==> src/rtl/driver_mon_pkg.sv <==
// driver_mon_pkg: width helper and gap-to-bin mapping shared by the driver monitors
package driver_mon_pkg;
  function automatic int clog2_min1(input int n);
    return n > 1 ? $clog2(n) : 1;
  endfunction
  function automatic int gap_bin(input int gap, input int cnt_range, input int max_cycle);
    return gap < max_cycle ? gap / cnt_range : max_cycle / cnt_range;
  endfunction
endpackage

==> src/rtl/gap_hist_chan.sv <==
// gap_hist_chan: one channel's strobe-to-strobe gap counter, saturating bin array (last bin = overflow), sticky saturation flag and 32-bit event total; rd_val is an unregistered view of bin rd_bin
module gap_hist_chan
  import driver_mon_pkg::*;
#(
  parameter int CNT_RANGE = 8,
  parameter int CNT_SIZE = 16,
  parameter int MAX_CYCLE_CNT = 128,
  localparam int NUM_BINS = MAX_CYCLE_CNT / CNT_RANGE,
  localparam int BIN_W = $clog2(NUM_BINS + 1),
  localparam int GAP_W = $clog2(MAX_CYCLE_CNT + 1)
) (
  input  logic                clk,
  input  logic                reset,
  input  logic                run,
  input  logic                arm,
  input  logic                clr,
  input  logic                ev,
  input  logic [BIN_W-1:0]    rd_bin,
  output logic [CNT_SIZE-1:0] rd_val,
  output logic                sat,
  output logic [31:0]         total
);
  logic [GAP_W-1:0] gap_q, gap_d;
  logic primed_q, primed_d, sat_q, sat_d;
  logic [31:0] total_q, total_d;
  logic [CNT_SIZE-1:0] bins_q [NUM_BINS+1];
  logic [CNT_SIZE-1:0] bins_d [NUM_BINS+1];
  logic [BIN_W-1:0] bin;
  assign bin = BIN_W'(gap_bin(int'(gap_q), CNT_RANGE, MAX_CYCLE_CNT));
  assign rd_val = rd_bin <= BIN_W'(NUM_BINS) ? bins_q[rd_bin] : '0;
  assign sat = sat_q;
  assign total = total_q;
  always_comb begin
    gap_d = gap_q;
    primed_d = primed_q;
    bins_d = bins_q;
    sat_d = sat_q;
    total_d = total_q;
    if (clr) begin
      gap_d = '0;
      primed_d = 1'b0;
      bins_d = '{default: '0};
      sat_d = 1'b0;
      total_d = '0;
    end else if (!run) begin
      primed_d = 1'b0;
    end else if (ev) begin
      total_d = total_q + 32'd1;
      gap_d = GAP_W'(1);
      primed_d = 1'b1;
      if (primed_q) begin
        bins_d[bin] = &bins_q[bin] ? bins_q[bin] : bins_q[bin] + CNT_SIZE'(1);
        sat_d = sat_q | (&bins_d[bin]);
      end
    end else begin
      gap_d = arm ? '0 : gap_q == GAP_W'(MAX_CYCLE_CNT) ? gap_q : gap_q + GAP_W'(1);
    end
  end
  always_ff @(posedge clk) begin
    if (reset) begin
      gap_q <= '0;
      primed_q <= 1'b0;
      bins_q <= '{default: '0};
      sat_q <= 1'b0;
      total_q <= '0;
    end else begin
      gap_q <= gap_d;
      primed_q <= primed_d;
      bins_q <= bins_d;
      sat_q <= sat_d;
      total_q <= total_d;
    end
  end
endmodule

==> src/rtl/driver_gap_histogram.sv <==
// driver_gap_histogram: NUM_CH event-gap histograms (ev, run_program, hist_clear in) with a 1-cycle read port (rd_en/rd_ch/rd_bin -> rd_data/rd_valid), sticky sat_flag and ev_total readback
module driver_gap_histogram
  import driver_mon_pkg::*;
#(
  parameter int NUM_CH = 4,
  parameter int CNT_RANGE = 8,
  parameter int CNT_SIZE = 16,
  parameter int MAX_CYCLE_CNT = 128,
  localparam int NUM_BINS = MAX_CYCLE_CNT / CNT_RANGE,
  localparam int BIN_W = $clog2(NUM_BINS + 1),
  localparam int CH_W = clog2_min1(NUM_CH)
) (
  input  logic                 clk,
  input  logic                 reset,
  input  logic                 run_program,
  input  logic                 hist_clear,
  input  logic [NUM_CH-1:0]    ev,
  input  logic                 rd_en,
  input  logic [CH_W-1:0]      rd_ch,
  input  logic [BIN_W-1:0]     rd_bin,
  output logic [CNT_SIZE-1:0]  rd_data,
  output logic                 rd_valid,
  output logic [NUM_CH-1:0]    sat_flag,
  output logic [32*NUM_CH-1:0] ev_total
);
  logic run_q, arm;
  logic [CNT_SIZE-1:0] rd_data_q, rd_data_d;
  logic rd_valid_q, rd_valid_d;
  logic [CNT_SIZE-1:0] rd_vals [NUM_CH];
  assign arm = run_program & ~run_q;
  assign rd_data = rd_data_q;
  assign rd_valid = rd_valid_q;
  for (genvar c = 0; c < NUM_CH; c++) begin : g_chan
    gap_hist_chan #(
      .CNT_RANGE(CNT_RANGE),
      .CNT_SIZE(CNT_SIZE),
      .MAX_CYCLE_CNT(MAX_CYCLE_CNT)
    ) u_chan (
      .clk(clk),
      .reset(reset),
      .run(run_program),
      .arm(arm),
      .clr(hist_clear),
      .ev(ev[c]),
      .rd_bin(rd_bin),
      .rd_val(rd_vals[c]),
      .sat(sat_flag[c]),
      .total(ev_total[32*c +: 32])
    );
  end
  always_comb begin
    rd_valid_d = rd_en;
    rd_data_d = !rd_en ? rd_data_q : int'(rd_ch) < NUM_CH ? rd_vals[rd_ch] : '0;
  end
  always_ff @(posedge clk) begin
    if (reset) begin
      run_q <= 1'b0;
      rd_data_q <= '0;
      rd_valid_q <= 1'b0;
    end else begin
      run_q <= run_program;
      rd_data_q <= rd_data_d;
      rd_valid_q <= rd_valid_d;
    end
  end
endmodule

==> config.mk <==
export PLATFORM = sky130hd
export DESIGN_NAME = driver_gap_histogram
export DESIGN_NICKNAME = d
export VERILOG_FILES = /design/src/rtl/driver_mon_pkg.sv /design/src/rtl/gap_hist_chan.sv /design/src/rtl/driver_gap_histogram.sv
export SDC_FILE = /design/constraint.sdc
export NUM_CORES = 2
export LEC_CHECK = 0
export CORE_MARGIN = 2
export CORE_UTILIZATION = 41
export DETAILED_ROUTE_END_ITERATION = 6
export PLACE_DENSITY_LB_ADDON = 0.05
export SYNTH_ARGS = -nofsm -noshare
export SYNTH_HDL_FRONTEND = slang
export SYNTH_SLANG_ARGS = --single-unit
export TNS_END_PERCENT = 20
==> constraint.sdc <==
create_clock -name clk -period 7.3 [get_ports clk]
set_clock_uncertainty 0.05 [all_clocks]
set_input_delay 1.825 -clock clk [delete_from_list [all_inputs] [get_ports clk]]
set_output_delay 1.825 -clock clk [all_outputs]
set_load 0.01 [all_outputs]
==> flow_metrics.tcl <==
set metrics [dict create \
    root_buffer "clkbuf_16" \
    syn_avg_cell_area_um2 7.98 \
    synth-edff-count 0 \
    fin_area_mm2 0.0846 \
    grt_pass1_vias 72117 \
    synth_area_leader_cell "dfxtp_1" \
    synth_top_area_frac 0.337 \
    coreArea_mm2 0.183 \
    dr.pass1.iters 7 \
    clkSinkCount 1274 \
    drtIter0Drc 11824 \
    initial_core_util 0.413 \
    crit_start "g_chan[2].u_chan.gap_q[4]$_SDFFE_PP0P_" \
    violations "max-capacitance violations" \
    path_max_fanout 54 \
    crit_slowest_cell "a21oi_2" \
    numCtsBuffers 144 \
    yosysMostFrequentCell "nand2_1" \
    async_flop_share 0 \
    ir_drop_mv 0.193 \
    hold_path.class "flip-flop to flip-flop" \
    cts_tree "yes" \
    fp.dieW_um 433 \
    clock_latency_ps 830 \
    synth_common_cells "nand2_1, dfxtp_1, a21oi_1, nor2_1, clkbuf_1" \
    power.switching_mw 3.50 \
    setup_violations 0 \
    track_usage 0.400 \
    status "finished, violations left" \
    ys.flop_type "dfxtp_1" \
    cts_setup_buffers 0 \
    path_depth 17 \
    required_ps 8000 \
    syn-num-nets 9498 \
    seq_power_share 0.468 \
    die_h_um 433 \
    routed_via_density 6.70 \
    crit_chain "nand2b_1 -> o22ai_1 -> o31a_1 -> a211oi_1 -> ha_1 -> and4_1 -> nand4_1 -> or4_4 -> a21oi_2 -> buf_4 -> nand2_1 -> o21ai_0 -> nand4_1 -> nor2_1 -> a31oi_1 -> o21a_1 -> o31ai_2" \
    reg2reg_from "g_chan[2].u_chan.gap_q[4]$_SDFFE_PP0P_" \
    regToRegSetupSlack_ps 410 \
    fin_tns_setup_ps 0 \
    syn_to_final_growth_pct 11.9 \
    cp_num_buf_inv 1 \
    worstSetupEndpointType "flip-flop" \
    synth_warnings 0 \
    clk_path_buf_depth 3 \
    reg2regPathDepth 17 \
    wl_per_cell_um 32.6 \
    critPathKind "flip-flop to flip-flop" \
    ios 165 \
    power_density_mw_per_mm2 176 \
    critPathTopFamily "compound AO/OA/AOI/OAI gates" \
    hold_buffers 0 \
    num_vias 79634 \
    cpPeakStageDelay_ps 890 \
    drc 0 \
    place_congestion 1.05 \
    clk_pin_slew_ps 60 \
    p_comb_frac 0.031 \
    synth-seq-area-share 0.337 \
    cts.repair.resized 0 \
    port_buffers 164 \
    r2r-end "g_chan[2].u_chan.sat$_SDFFE_PP0P_" \
    gr-total-overflow 0 \
    critPathArrivalTime_ps 7590 \
    dpl.hpwl_um 280000 \
    rsz0062_at_grt "false" \
    dpl_cell_area_mm2 0.0797 \
    crit_path_start_kind "flip-flop" \
    p_sw_frac 0.235 \
    cap_violations 1 \
    htree_num_levels 4 \
    fmax_mhz 145 \
    grt_max_degree 152 \
    synth-seq-cells 1274 \
    fill_cells 18284 \
    hold_start "g_chan[0].u_chan.bins_q[64]$_SDFFE_PP0P_" \
    period_share 0.944 \
    slew_viol_final 0 \
    synth_area_mm2 0.0756 \
    layout.nets 9316 \
    internal_power_mw 11.4 \
    leakage_nw 25.1 \
    syn_inst 9466 \
    endpoint "g_chan[2].u_chan.sat$_SDFFE_PP0P_" \
    cpMostUsedCell "nand4_1" \
    drive_gt1_frac 0.130 \
    hold_viol 0 \
    grt_antenna_before_repair 37 \
    ys_types 122 \
    placementRows 157 \
    min_period_ps 6890 \
    wirelength_um 387000 \
    p_clk_frac 0.501 \
    grt_pass1_wl_um 551000 \
    synthTopCellsByArea "dfxtp_1, mux4_2, nand2_1" \
    ant_nets 0 \
    slew_headroom 0.0153 \
    die_area_mm2 0.188 \
    worstMarginPinSlew_ps 1450 \
]
-- layout by cell type (no fill, tap or decap), types with 33 or more instances in the layout --
cell             instances
o221ai_1                39
nand2b_1                54
mux4_2                 366
or3_1                   64
a221o_1                 46
a21oi_1               1145
or2_2                   40
nor2_1                 826
and2_1                  35
nor4_1                  36
o22ai_1                110
a41oi_1                 35
nand2_1               2066
a211oi_1               243
a221oi_1                69
mux2i_1                201
clkdlybuf4s50_1        158
xnor2_1                 40
o21ai_0                237
nor3_1                 101
buf_4                  332
clkbuf_16              151
a311oi_1                35
nand3_1                256
inv_1                   54
clkbuf_1                43
o211ai_1                44
mux2_2                  68
nor2b_1                 47
dfxtp_1               1262
nand4_1                143
and3_1                  68
nor3b_1                 33
xor2_1                  91
nor2_2                  42
a31oi_1                170
and4_1                  35
-- sequential cells by signal, summed over array words and instances, names as in the netlist --
signal and cells:
g_chan.u_chan.primed_q 4, rd_valid 1, g_chan.u_chan.bins_q 1088, run_q 1
g_chan.u_chan.gap_q 32, rd_data 16, g_chan.u_chan.sat 4, g_chan.u_chan.total 128
-- area by class of cell --
type | instances | area, µm² | share of cell area
antenna | 20 | 50.0 | 0.000592
multi-input combinational | 7295 | 46500 | 0.549
tap | 2464 | 3080 | 0.0365
inverter | 60 | 225 | 0.00266
clock inverter | 37 | 454 | 0.00537
timing repair buffer | 509 | 4410 | 0.0522
clock buffer | 222 | 4330 | 0.0512
sequential | 1274 | 25500 | 0.302
-- metrics by stage --
stage | hold WS (ps) | instances | total power, mW | setup slack (ps) | util
after floorplan | 377 | 9466 | 7.42 | 2600 | -
after global placement | 403 | 11602 | 7.59 | 743 | 0.435
after detailed placement | 413 | 11602 | 7.59 | 712 | 0.435
after CTS | 421 | 11861 | 15.0 | 707 | 0.462
after global routing | 444 | 11863 | 15.3 | 219 | 0.462
final | 424 | 11881 | 14.9 | 410 | 0.462
-- cells by family after synthesis --
group	Yosys count	share of synthesized area
AND/OR/NAND/NOR	3954	0.230
AO/OA/AOI/OAI	2540	0.214
flip-flops	1274	0.337
buffers and inverters	897	0.0524
multiplexers	643	0.147
XOR/XNOR	142	0.0167
adder cells (fa/ha/maj)	16	0.00265
-- tightest hold or removal path, stage by stage, from the launching register on --
cell and delay (ps):
dfxtp_1 320, nand2_1 60, a21oi_1 50
-- routing by layer --
metal	up-vias	share of wire	global-route usage
li1	34083	-	-
met3	1021	0.11	0.101
met1	39162	0.41	0.551
met4	26	0.055	0.188
met5	-	0.00046	0
met2	5342	0.42	0.581
-- power by group through the flow --
| stage | Combinational, mW | Clock, mW | Sequential, mW |
|---|---|---|---|
| after floorplan | 0.299 | 0 | 7.12 |
| after global placement | 0.462 | 0 | 7.13 |
| after detailed placement | 0.464 | 0 | 7.13 |
| after CTS | 0.464 | 7.56 | 6.97 |
| after global routing | 0.492 | 7.84 | 6.97 |
| final | 0.468 | 7.47 | 6.97 |
-- worst min path at each step --
| stage | to | slack [ps] | cells after the start |
|---|---|---|---|
| floorplan | g_chan[1].u_chan.sat$_SDFFE_PP0P_ | 380 | 2 |
| global placement | g_chan[0].u_chan.bins_q[96]$_SDFFE_PP0P_ | 400 | 2 |
| detailed placement | g_chan[0].u_chan.bins_q[64]$_SDFFE_PP0P_ | 410 | 2 |
| CTS | g_chan[0].u_chan.bins_q[64]$_SDFFE_PP0P_ | 420 | 2 |
| global route | g_chan[3].u_chan.bins_q[208]$_SDFFE_PP0P_ | 440 | 2 |
| finish | g_chan[0].u_chan.bins_q[64]$_SDFFE_PP0P_ | 420 | 2 |
Power figures use the tool's default switching activity.
